==> src/rtl/muldiv_unit_pkg.sv <==
// Shared RV32M definitions: funct3 encodings, FSM state encoding and datapath width.
// The execute-stage ALU and the decoder import this package as well.
package muldiv_unit_pkg;

  localparam int RV_XLEN = 32;

  localparam logic [2:0] F3_MUL    = 3'b000;
  localparam logic [2:0] F3_MULH   = 3'b001;
  localparam logic [2:0] F3_MULHSU = 3'b010;
  localparam logic [2:0] F3_MULHU  = 3'b011;
  localparam logic [2:0] F3_DIV    = 3'b100;
  localparam logic [2:0] F3_DIVU   = 3'b101;
  localparam logic [2:0] F3_REM    = 3'b110;
  localparam logic [2:0] F3_REMU   = 3'b111;

  localparam logic [1:0] ST_IDLE = 2'd0;
  localparam logic [1:0] ST_CALC = 2'd1;
  localparam logic [1:0] ST_FIX  = 2'd2;
  localparam logic [1:0] ST_DONE = 2'd3;

  // Returns {op_a is signed, op_b is signed}. MUL only keeps the low half,
  // which is the same whether the operands are read as signed or unsigned.
  function automatic logic [1:0] op_signed(input logic [2:0] f3);
    logic [1:0] sgn;
    sgn = 2'b00;
    case (f3)
      F3_MULH, F3_DIV, F3_REM:             sgn = 2'b11;
      F3_MULHSU:                           sgn = 2'b10;
      F3_MUL, F3_MULHU, F3_DIVU, F3_REMU:  sgn = 2'b00;
      default:                             sgn = 2'b00;
    endcase
    return sgn;
  endfunction

endpackage

==> src/rtl/muldiv_unit.sv <==
// Iterative radix-2 RV32M multiply/divide unit: shift-add multiply, restoring divide,
// one result bit per cycle through a single shared 2*XLEN accumulator.
module muldiv_unit
  import muldiv_unit_pkg::*;
#(
  parameter int XLEN = RV_XLEN,
  parameter int ITER = 32
) (
  input  logic            clk,
  input  logic            rst_n,
  input  logic            start,
  input  logic [2:0]      funct3,
  input  logic [XLEN-1:0] op_a,
  input  logic [XLEN-1:0] op_b,
  input  logic [4:0]      rd_in,
  input  logic            kill,
  output logic            busy,
  output logic            done,
  output logic [XLEN-1:0] result,
  output logic [4:0]      rd_out
);

  localparam int CW = $clog2(ITER);
  localparam logic [CW-1:0]   LAST_CNT = CW'(ITER - 1);
  localparam logic [XLEN-1:0] MIN_NEG  = {1'b1, {(XLEN-1){1'b0}}};

  logic [1:0]        r_state;
  logic [CW-1:0]     r_cnt;
  logic [2*XLEN-1:0] r_acc;
  logic [XLEN-1:0]   r_opd;
  logic [2:0]        r_f3;
  logic [4:0]        r_rd;
  logic              r_neg;
  logic [XLEN-1:0]   r_result;
  logic [4:0]        r_rd_out;

  logic [1:0]        w_sgn;
  logic              w_a_neg;
  logic              w_b_neg;
  logic [XLEN-1:0]   w_a_mag;
  logic [XLEN-1:0]   w_b_mag;
  logic              w_neg;
  logic              w_div_zero;
  logic              w_ovf;
  logic [XLEN-1:0]   w_special_res;
  logic [XLEN:0]     w_mul_sum;
  logic [2*XLEN-1:0] w_mul_next;
  logic [XLEN:0]     w_div_diff;
  logic [2*XLEN-1:0] w_div_next;
  logic [2*XLEN-1:0] w_prod;
  logic [XLEN-1:0]   w_fix;

  // Acceptance decode: magnitudes, result sign and the divide special cases.
  // NOTE: every always_comb output gets a default first so no path can infer a latch.
  always_comb begin
    w_sgn         = op_signed(funct3);
    w_a_neg       = w_sgn[1] & op_a[XLEN-1];
    w_b_neg       = w_sgn[0] & op_b[XLEN-1];
    w_a_mag       = w_a_neg ? ('0 - op_a) : op_a;
    w_b_mag       = w_b_neg ? ('0 - op_b) : op_b;
    // Remainder follows the dividend; quotient and product follow both operands.
    w_neg         = (funct3[2] & funct3[1]) ? w_a_neg : (w_a_neg ^ w_b_neg);
    w_div_zero    = funct3[2] && (op_b == '0);
    w_ovf         = ((funct3 == F3_DIV) || (funct3 == F3_REM)) &&
                    (op_a == MIN_NEG) && (op_b == '1);
    w_special_res = '0;
    if (w_div_zero)
      w_special_res = funct3[1] ? op_a : '1;
    else if (w_ovf)
      w_special_res = funct3[1] ? '0 : MIN_NEG;
  end

  // One iteration of each algorithm; r_opd holds the multiplicand or the divisor.
  always_comb begin
    w_mul_sum  = {1'b0, r_acc[2*XLEN-1:XLEN]} + (r_acc[0] ? {1'b0, r_opd} : '0);
    w_mul_next = {w_mul_sum, r_acc[XLEN-1:1]};
    // Partial remainder is < 2*divisor, so XLEN+1 bits hold it and the sign bit is the borrow.
    w_div_diff = r_acc[2*XLEN-1:XLEN-1] - {1'b0, r_opd};
    w_div_next = w_div_diff[XLEN] ? {r_acc[2*XLEN-2:0], 1'b0}
                                  : {w_div_diff[XLEN-1:0], r_acc[XLEN-2:0], 1'b1};
  end

  always_comb begin
    w_prod = r_neg ? ('0 - r_acc) : r_acc;
    w_fix  = '0;
    if (!r_f3[2]) begin
      w_fix = (r_f3[1:0] == 2'b00) ? w_prod[XLEN-1:0] : w_prod[2*XLEN-1:XLEN];
    end else begin
      w_fix = r_f3[1] ? r_acc[2*XLEN-1:XLEN] : r_acc[XLEN-1:0];
      if (r_neg) w_fix = '0 - w_fix;
    end
  end

  // NOTE: sequential state uses non-blocking assignments so every register samples pre-edge values.
  always_ff @(posedge clk or negedge rst_n) begin
    if (!rst_n) begin
      r_state  <= ST_IDLE;
      r_cnt    <= '0;
      r_acc    <= '0;
      r_opd    <= '0;
      r_f3     <= '0;
      r_rd     <= '0;
      r_neg    <= 1'b0;
      r_result <= '0;
      r_rd_out <= '0;
    end else if (kill) begin
      r_state <= ST_IDLE;
    end else begin
      case (r_state)
        ST_IDLE: begin
          if (start) begin
            r_f3  <= funct3;
            r_cnt <= '0;
            if (w_div_zero || w_ovf) begin
              r_result <= w_special_res;
              r_rd_out <= rd_in;
              r_state  <= ST_DONE;
            end else begin
              r_rd    <= rd_in;
              r_neg   <= w_neg;
              r_acc   <= {{XLEN{1'b0}}, (funct3[2] ? w_a_mag : w_b_mag)};
              r_opd   <= funct3[2] ? w_b_mag : w_a_mag;
              r_state <= ST_CALC;
            end
          end
        end
        ST_CALC: begin
          r_acc <= r_f3[2] ? w_div_next : w_mul_next;
          r_cnt <= r_cnt + CW'(1);
          if (r_cnt == LAST_CNT) r_state <= ST_FIX;
        end
        ST_FIX: begin
          r_result <= w_fix;
          r_rd_out <= r_rd;
          r_state  <= ST_DONE;
        end
        ST_DONE: r_state <= ST_IDLE;
        default: r_state <= ST_IDLE;
      endcase
    end
  end

  assign busy   = (r_state == ST_CALC) || (r_state == ST_FIX);
  assign done   = (r_state == ST_DONE);
  assign result = r_result;
  assign rd_out = r_rd_out;

endmodule

==> config.mk <==
export PLATFORM = sky130hd
export DESIGN_NAME = muldiv_unit
export DESIGN_NICKNAME = d
export VERILOG_FILES = /design/src/rtl/muldiv_unit_pkg.sv /design/src/rtl/muldiv_unit.sv
export SDC_FILE = /design/constraint.sdc
export NUM_CORES = 1
export LEC_CHECK = 0
export CAP_MARGIN = 5
export CORE_MARGIN = 4
export CORE_UTILIZATION = 55
export DETAILED_ROUTE_END_ITERATION = 16
export GPL_TIMING_DRIVEN = 0
export PLACE_DENSITY = 0.88
export SLEW_MARGIN = 5
export SYNTH_ARGS = -nofsm -noshare
export SYNTH_HDL_FRONTEND = slang
export SYNTH_SLANG_ARGS = --single-unit
export TNS_END_PERCENT = 1
==> constraint.sdc <==
create_clock -name clk -period 3.9 [get_ports clk]
set_input_delay 0.78 -clock clk [delete_from_list [all_inputs] [get_ports clk]]
set_output_delay 0.78 -clock clk [all_outputs]
set_load 0.03 [all_outputs]
# ---- Yosys cells after proc, flatten, opt, wreduce, memory -nomap -nowiden
# Memories as Yosys holds them, arrays and structs flattened.
# Cells that the tools add are included.
dict set report classes {
  n_eq_ne 13
  multipliers 0
  div 0
  n_shift 0
  add_sub_neg 7
  magnitude_cmp 0
  n_bitwise 6
  muxes 33
  n_reduce_logical 17
}
# cell count
set ops {}
lappend ops {{two-way mux 32 bit} 15}
lappend ops {{two-way mux 64 bit} 5}
lappend ops {{case mux 64 bit (2 select lines)} 1}
lappend ops {{subtractor 1 x 32 -> 32 bit (first input constant)} 3}
lappend ops {{equality test 32 bit (second input constant)} 2}
lappend ops {{case mux 32 bit (2 select lines)} 1}
lappend ops {{subtractor 1 x 64 -> 64 bit (first input constant)} 1}
lappend ops {{adder 32 x 32 -> 33 bit} 1}
lappend ops {{subtractor 33 x 32 -> 33 bit} 1}
lappend ops {{zero test 32 bit} 1}
lappend ops {{case mux 5 bit (2 select lines)} 2}
lappend ops {{two-way mux 5 bit} 3}
lappend ops {{AND reduction 4 bit} 3}
lappend ops {{two-way mux 2 bit} 4}
lappend ops {{case mux 2 bit (4 select lines)} 1}
lappend ops {{equality test 3 bit (second input constant)} 2}
lappend ops {{!= test 2 bit (second input constant)} 3}
lappend ops {{!= test 3 bit (second input constant)} 2}
lappend ops {{AND reduction 3 bit} 2}
lappend ops {{adder 5 x 1 -> 5 bit (second input constant)} 1}
lappend ops {{equality test 5 bit (second input constant)} 1}
lappend ops {{equality test 2 bit (second input constant)} 2}
lappend ops {{zero test 2 bit} 2}
lappend ops {{nonzero test 2 bit} 2}
lappend ops {{8 further kinds} 15}
dict set report word_totals {
  output_inout_bits 39
  mem_bits_ro 16
  ramBits 0
  wordCells 86
  latch_bits 0
  regBits 149
  n_memories 1
}
# memory depth word_bits rd rd_clocked_by_memory_dff write_ports line_no
set memory_table {}
lappend memory_table {{(no name shown)} 8 2 1 0 0 muldiv_unit_pkg.sv:26} ;# case (f3)

# ---- Depth between registers and ports, before layout
# Gate-level depths: netlist (run 1).
dict set report depth {
  word_depth 9
  depth_mapped 16
}

# ---- Worst setup path before layout (run 1)
# OpenSTA, ideal clock, no wires.
dict set report synth_path {
  kind {reg-to-reg}
  from {register r_f3[1]}
  to {register r_result[16] (netlist: result[16])}
  stages_incl_launch_ff 17
  required_ns 3.774
  setup_ns 0.126
  synth_period_minus_slack_ns 4.016
  t_arrival_ns 3.890
  n_path_buf 6
  slack_ns -0.116
  path_cell_list {dfrtp_1 -> buf_2 -> buf_2 -> buf_2 -> buf_2 -> buf_1 -> buf_1 -> mux2i_1 -> ha_1 -> o21ai_0 -> or2_2 -> or3_1 -> o41ai_1 -> xnor2_1 -> o211ai_1 -> a21oi_1 -> a21oi_1}
}
dict set report synth_between {
  elab_chain_cells 5
  word_cells_on_any_way 7
  classes_between {add/sub: 1; mux: 5; reduce/logical: 1}
}
# element line_no
set synth_rtl {}
lappend synth_rtl {{from (decl)} muldiv_unit.sv:31} ;# logic [2:0] r_f3;
lappend synth_rtl {{from (signal assigned)} muldiv_unit.sv:112} ;# r_f3 <= funct3;
lappend synth_rtl {{two-way mux 32 bit} muldiv_unit.sv:89} ;# w_fix = r_f3[1] ? r_acc[2*XLEN-1:XLEN] : r_acc[XLEN-1:0];
lappend synth_rtl {{subtractor 1 x 32 -> 32 bit} muldiv_unit.sv:90} ;# if (r_neg) w_fix = '0 - w_fix;
lappend synth_rtl {{two-way mux 32 bit} muldiv_unit.sv:90}
lappend synth_rtl {{two-way mux 32 bit (*)} muldiv_unit.sv:86} ;# if (!r_f3[2]) begin
lappend synth_rtl {{case mux 32 bit (2 select lines) (*)} muldiv_unit.sv:109} ;# case (r_state)
lappend synth_rtl {{to (signal assigned)} muldiv_unit.sv:115} ;# r_result <= w_special_res;
lappend synth_rtl {{to (signal assigned)} muldiv_unit.sv:133} ;# r_result <= w_fix;
lappend synth_rtl {{to (decl)} muldiv_unit.sv:34} ;# logic [XLEN-1:0] r_result;
# Every way passes the cells marked *; elsewhere a longest branch is shown, timed or not.
# A chain may end at the register's enable or synchronous reset.

# ---- Final worst setup path (run 1)
dict set report layout_path {
  from {register r_acc[0]}
  to {register r_result[30] (netlist: result[30])}
}
dict set report layout_between {
  elab_chain_cells 5
  word_cells_on_any_way 8
  classes_between {add/sub: 2; mux: 6}
}
# element line_no
set layout_rtl {}
lappend layout_rtl {{from (decl)} muldiv_unit.sv:29} ;# logic [2*XLEN-1:0] r_acc;
lappend layout_rtl {{from (signal assigned)} muldiv_unit.sv:121} ;# r_acc <= {{XLEN{1'b0}}, (funct3[2] ? w_a_mag : w_b_mag)};
lappend layout_rtl {{from (signal assigned)} muldiv_unit.sv:128} ;# r_acc <= r_f3[2] ? w_div_next : w_mul_next;
lappend layout_rtl {{subtractor 1 x 64 -> 64 bit / two-way mux 32 bit (equally long branches)} {muldiv_unit.sv:84, muldiv_unit.sv:89}}
lappend layout_rtl {{two-way mux 64 bit / subtractor 1 x 32 -> 32 bit (equally long branches)} {muldiv_unit.sv:84, muldiv_unit.sv:90}}
lappend layout_rtl {{two-way mux 32 bit (on tied branches)} {muldiv_unit.sv:87, muldiv_unit.sv:90}}
lappend layout_rtl {{two-way mux 32 bit (*)} muldiv_unit.sv:86}
lappend layout_rtl {{case mux 32 bit (2 select lines) (*)} muldiv_unit.sv:109}
# Marked as above.

==> results of run 1 <==
## state kept, by name, summed over array words and instances (netlist names)
signal   count
r_cnt        5
r_acc       64
result      32
r_f3         3
rd_out       5
r_state      2
r_rd         5
r_neg        1
r_opd       32
## critical path: stages (launching register included)
cell,delay [ns]
dfrtp_2,0.48
inv_2,0.15
clkbuf_4,0.26
ha_2,0.27
or3b_2,0.50
nor3_2,0.24
nand4_1,0.23
or4_4,0.64
or4_1,0.52
nand2_1,0.08
a211oi_1,0.06
a221oi_2,0.35
a21oi_1,0.12
## cell type report
type,instances,area (sq um),share of cell area
Inverter,73,274,0.0144
Antenna cell,1,2.50,0.000131
Tap cell,384,480,0.0252
Buffer,176,840,0.0440
Multi-Input combinational cell,1815,12000,0.627
Clock buffer,18,429,0.0225
Clock inverter,14,170,0.00892
Sequential cell,149,3730,0.196
Timing Repair Buffer,118,1190,0.0624
## kinds of logic (layout without fill, tap and decap cells)
family,count (synthesis),in the layout,share of synthesized area
and+or+nand+nor,752,752,0.221
AOI/OAI and AO/OA,702,702,0.268
buffers and inverters,250,399,0.0619
xor gates and xnor gates,190,190,0.101
DFF,149,149,0.227
muxes,92,92,0.0591
adders and majority gates,79,79,0.0612
other,0,1,0
## repair_timing
item | CTS | global route
endpoints found under the setup margin | 103 | 92
resized for setup | 65 | 57
pin swaps | 4 | 4
setup buffers | 2 | 2
endpoints found under the hold margin | 0 | 0
## where the power goes
part | internal, mW | switching (mW)
combinational | 4.99 | 9.23
clock | 0.965 | 0.821
sequential | 2.28 | 0.812
total | 8.23 | 10.9
## metal layers
layer	global-route usage	part of all wire
met1	0.568	0.38
met5	0	0
met3	0.159	0.15
met4	0.224	0.063
met2	0.631	0.41
## synthesized netlist by cell type, drive strengths merged (58+ instances only)
master,instances,share of area
buf,58,0.018
inv,72,0.016
o21ai,218,0.067
dfrtp,149,0.23
ha,77,0.059
clkbuf,119,0.027
nand3,86,0.027
nor2,219,0.050
a21oi,192,0.059
xor2,83,0.044
nand2,214,0.049
xnor2,107,0.057
## cell usage in the layout, fill, tap and decap left out, types with 53 or more instances in the layout
cell type	Yosys	routed
dfrtp_1	149	147
nand3_1	85	85
xor2_1	83	83
xnor2_1	107	105
ha_1	77	76
inv_1	72	71
clkbuf_1	119	103
nor2_1	219	217
mux2i_1	53	53
nand2_1	213	211
clkdlybuf4s50_1	0	110
o21ai_0	215	202
a21oi_1	192	188
## through the flow
| step | hold WS, ns | instances | util | TNS, ns |
|---|---|---|---|---|
| 6_report | 0.198 | 2748 | 0.656 | -0.198 |
| 5_1_grt | 0.232 | 2747 | 0.656 | -0.490 |
| 4_1_cts | 0.217 | 2745 | 0.649 | -0.134 |
| 3_5_place_dp | 0.468 | 2712 | 0.620 | -98.53 |
| 3_3_place_gp | 0.465 | 2711 | 0.619 | -689.98 |
| 2_1_floorplan | 0.450 | 2214 | - | 0 |
## worst max path at each step
| stage | from | endpoint | slack, ns | depth (start not counted) |
|---|---|---|---|---|
| 2_1_floorplan | r_f3[1] | result[16] | 0.03 | 16 |
| 3_3_place_gp | rst_n | r_acc[56] | -4.04 | 1 |
| 3_5_place_dp | r_f3[1] | result[28] | -2.18 | 16 |
| 4_1_cts | r_acc[34] | result[31] | -0.07 | 10 |
| 5_1_grt | r_acc[0] | r_acc[60] | -0.11 | 14 |
| 6_report | r_acc[0] | result[30] | -0.14 | 12 |
==> results.cfg, run 1 <==
[cts]
cts-root-buf = clkbuf_16
cts_buffers = 17
htreeDepth = 4
ctsHoldBuffers = 0
tritoncts = built
path_clk_slew_ns = 0.08
clock_tree.buffer_depth = 2
cts.sinks = 149
clk_latency_ns = 0.47

[critical_path]
crit_type = register to register
setup.worst_path.start_class = register
worstPathArrival_ns = 4.38
ff2ff_setup_slack_ns = -0.14
worstPathRequired_ns = 4.24
crit_fanout = 10
reg2reg_depth = 12
r2r_end = result[30]
critPathCaptureType = register
r2r-start = r_acc[0]

[logic_synthesis]
syn_area_per_cell_sq_um = 7.41
syn_nets = 2369
ys_seq_area_frac = 0.227
ys_async_sr_fraction = 1.00
syn_area_sq_mm = 0.0164
ys_seq_elements = 149
yosysWarnings = 0
synth_flop_cell = dfrtp_1
syn_inst = 2214
yosysUniqueCellTypes = 90
synth-edff-count = 0

[power_and_ir_drop]
leakage_nw = 7.78
power_mw = 19.1
p_per_area_mw_per_mm2 = 1000
max-vdd-ir-drop_mv = 0.647

[sta]
setup_viol = 2
layout_setup_ws_ns = -0.138
fin_skew_ns = 0.0161
fin_crit_ns = 4.04
finalHoldViolCount = 0
slew_violations = 0
slew_headroom = 0.395
rsz0062_at_grt = true
tightest_slew_ns = 0.908
finalCritPeriodShare = 1.04
timing.fmax_ghz = 0.248

[floorplanning]
io_pins = 115
coreArea_sq_mm = 0.0291
fp.dieW_microns = 181
start_util = 0.564
row_count = 62
dieArea_sq_mm = 0.0327
die_h_microns = 181

[detailed_routing]
route.detailed.drc = 0
drtPass1Iterations = 6
drtAntennaViolNets = 0
vias = 19150
wl_microns = 74200
viasPerCell = 6.97
wl_per_cell_microns = 27.0
drtIter0Drc = 3235

[place]
hpwlAfterDp_microns = 57100
detailedPlace.worstSlack_ns = -2.18
place_congestion = 1.07
place_area_sq_mm = 0.0180
port_buffers = 113

[grt]
grt_max_degree = 107
track_usage = 0.435
grt-ovfl-total = 0
antenna_found_initial = 0
grt_pass1_vias = 18002
grt_pass1_wl_microns = 110000

[finish]
area_growth_pct = 16.3
drive_gt1_frac = 0.0868
nets = 2505
fillers = 2575
post-route-cell-area_sq_mm = 0.0191

[run]
maxCapViolCount = 0

[run_status]
status = complete, but fails checks
violations = setup timing

[hold_path]
hp-class = input port to async pin
No activity file was read; power rests on OpenSTA's default activity.
==> run 2: changes to the inputs <==
--- a/config.mk
+++ b/config.mk
@@ -8,6 +8,8 @@
 export CAP_MARGIN = 5
 export CORE_MARGIN = 4
 export CORE_UTILIZATION = 55
+export CTS_BUF_LIST = sky130_fd_sc_hd__clkbuf_2 sky130_fd_sc_hd__clkbuf_4 sky130_fd_sc_hd__clkbuf_8
+export CTS_CLUSTER_DIAMETER = 50
 export DETAILED_ROUTE_END_ITERATION = 16
 export GPL_TIMING_DRIVEN = 0
 export PLACE_DENSITY = 0.88
==> results.cfg, run 2 (synthesized netlist as in run 1, its figures left out) <==
[run_status]
status = complete, but fails checks
violations = setup timing

[finish]
mostFrequentLayoutCells = nor2_1, nand2_1, o21ai_0, a21oi_1, dfrtp_1
fin_util = 0.649
largest_reg_flops = 64
nets = 2505
area_growth_pct = 15.0
layout_commonest_cell = nor2_1
fillers = 2617
drive_gt1_frac = 0.0846
top_register = r_acc

[run]
maxCapViolCount = 0

[sta]
rsz0062_at_grt = true
slew_headroom = 0.331
fin_crit_ns = 3.92
slew_violations = 0
holdWs_ns = 0.125
setup_viol = 1
finalCritPeriodShare = 1.01
fin_skew_ns = 0.0250
finalHoldViolCount = 0
timing.fmax_ghz = 0.255
layout_setup_ws_ns = -0.0198
tightest_slew_ns = 1.00
finalSetupTns_ns = -0.0198

[critical_path]
setup.worst_path.start_class = register
critPathCaptureType = register
crit_type = register to register
crit_fanout = 10
worstPathArrival_ns = 4.34
worstPathRequired_ns = 4.32

[power_and_ir_drop]
p_per_area_mw_per_mm2 = 985
leakage_nw = 7.70
power_mw = 18.6
max-vdd-ir-drop_mv = 0.642

[floorplanning]
fp.dieW_microns = 181
io_pins = 115
die_h_microns = 181
start_util = 0.564
dieArea_sq_mm = 0.0327
row_count = 62
coreArea_sq_mm = 0.0291

[grt]
grt-ovfl-total = 0
grt_busiest_layer = met2
grt_max_degree = 107
antenna_found_initial = 1
use_met1 = 0.573
grt_pass1_wl_microns = 108000
grtUsageMet2 = 0.621
grt_pass1_vias = 17761
gr-usage-met3 = 0.141
track_usage = 0.430

[detailed_routing]
wl_per_cell_microns = 26.6
drtPass1Iterations = 6
route.detailed.drc = 0
viasPerCell = 6.93
drtAntennaViolNets = 0
vias = 19051
wl_microns = 73100
drtIter0Drc = 3248

[cts]
cts-root-buf = clkbuf_8
clock_tree.buffer_depth = 2
tritoncts = built
path_clk_slew_ns = 0.10
cts.sinks = 149
htreeDepth = 4
cts_buffers = 17
clk_latency_ns = 0.54

[place]
port_buffers = 113
place_congestion = 1.07
hpwlAfterDp_microns = 57100

[hold_path]
hp-class = input port to async pin
[run 2: cell types whose count changed in the layout (fill, tap and decap cells not counted), sizes merged]
| cell | delta |
|---|---|
| clkbuf | -8 |
| dlygate4sd2 | -1 |
| buf | +8 |
| dlymetal6s2s | +1 |
[run 2: final timing paths]
check / start / endpoint / slack (ns) / depth (start not counted)
max in group asynchronous: rst_n / r_cnt[0] / 2.89 / 2
hold / removal: rst_n / result[26] / 0.12 / 1
setup reg to reg: r_f3[1] / result[30] / -0.02 / 16
hold reg to reg: r_opd[29] / r_opd[29] / 0.49 / 1
min in group clk: r_opd[29] / r_opd[29] / 0.49 / 1
setup / recovery: r_f3[1] / result[30] / -0.02 / 16
[run 2: per-layer routing]
metal | vias up | share of wire
li1 | 8327 | -
met1 | 8921 | 0.38
met2 | 1501 | 0.41
met3 | 302 | 0.14
met4 | 0 | 0.064
met5 | - | 0
[run 2: repair_timing]
item                       in CTS  in global routing
hold buffers                    0                  0
setup endpoints to repair      75                107
setup buffers                   2                  2
hold endpoints to repair        0                  0
pin swaps                       4                  4
gates resized for setup        61                 48
[run 2: final cells by class]
cell class / instances / area [sq um] / area share
inverters: 73 / 274 / 0.0145
well taps: 384 / 480 / 0.0255
diodes: 1 / 2.50 / 0.000133
plain buffers: 176 / 830 / 0.0440
flip-flops and latches: 149 / 3730 / 0.198
multi-input cells: 1815 / 11900 / 0.633
clock buffers: 18 / 241 / 0.0128
repair buffers: 118 / 1190 / 0.0633
clock inverters: 14 / 170 / 0.00902
[run 2: report_power, final]
part / internal (mW) / switching, mW / leakage, nW
clock network: 0.596 / 0.771 / 0.201
registers: 2.28 / 0.807 / 1.87
logic: 4.99 / 9.15 / 5.63
[run 2: worst max-delay path, stage by stage, from the launching register on]
cell	delay (ns)
dfrtp_1	0.41
buf_6	0.19
buf_8	0.18
buf_6	0.18
buf_8	0.17
buf_8	0.18
buf_8	0.19
mux2i_1	0.20
ha_1	0.20
o21ai_1	0.16
or2_4	0.33
nor3_4	0.22
nand2_4	0.16
o31ai_4	0.33
xnor2_1	0.15
a221oi_2	0.40
a21oi_1	0.12
[run 2: metrics by stage]
| step | std cells | worst slack, ns | cell area, sq um |
|---|---|---|---|
| after floorplan | 2214 | 0.0309 | 16400 |
| after global placement | 2711 | -4.04 | 18000 |
| after detailed placement | 2712 | -2.18 | 18000 |
| after CTS | 2745 | -0.0978 | 18700 |
| after global routing | 2747 | -0.0257 | 18900 |
| final | 2748 | -0.0198 | 18900 |
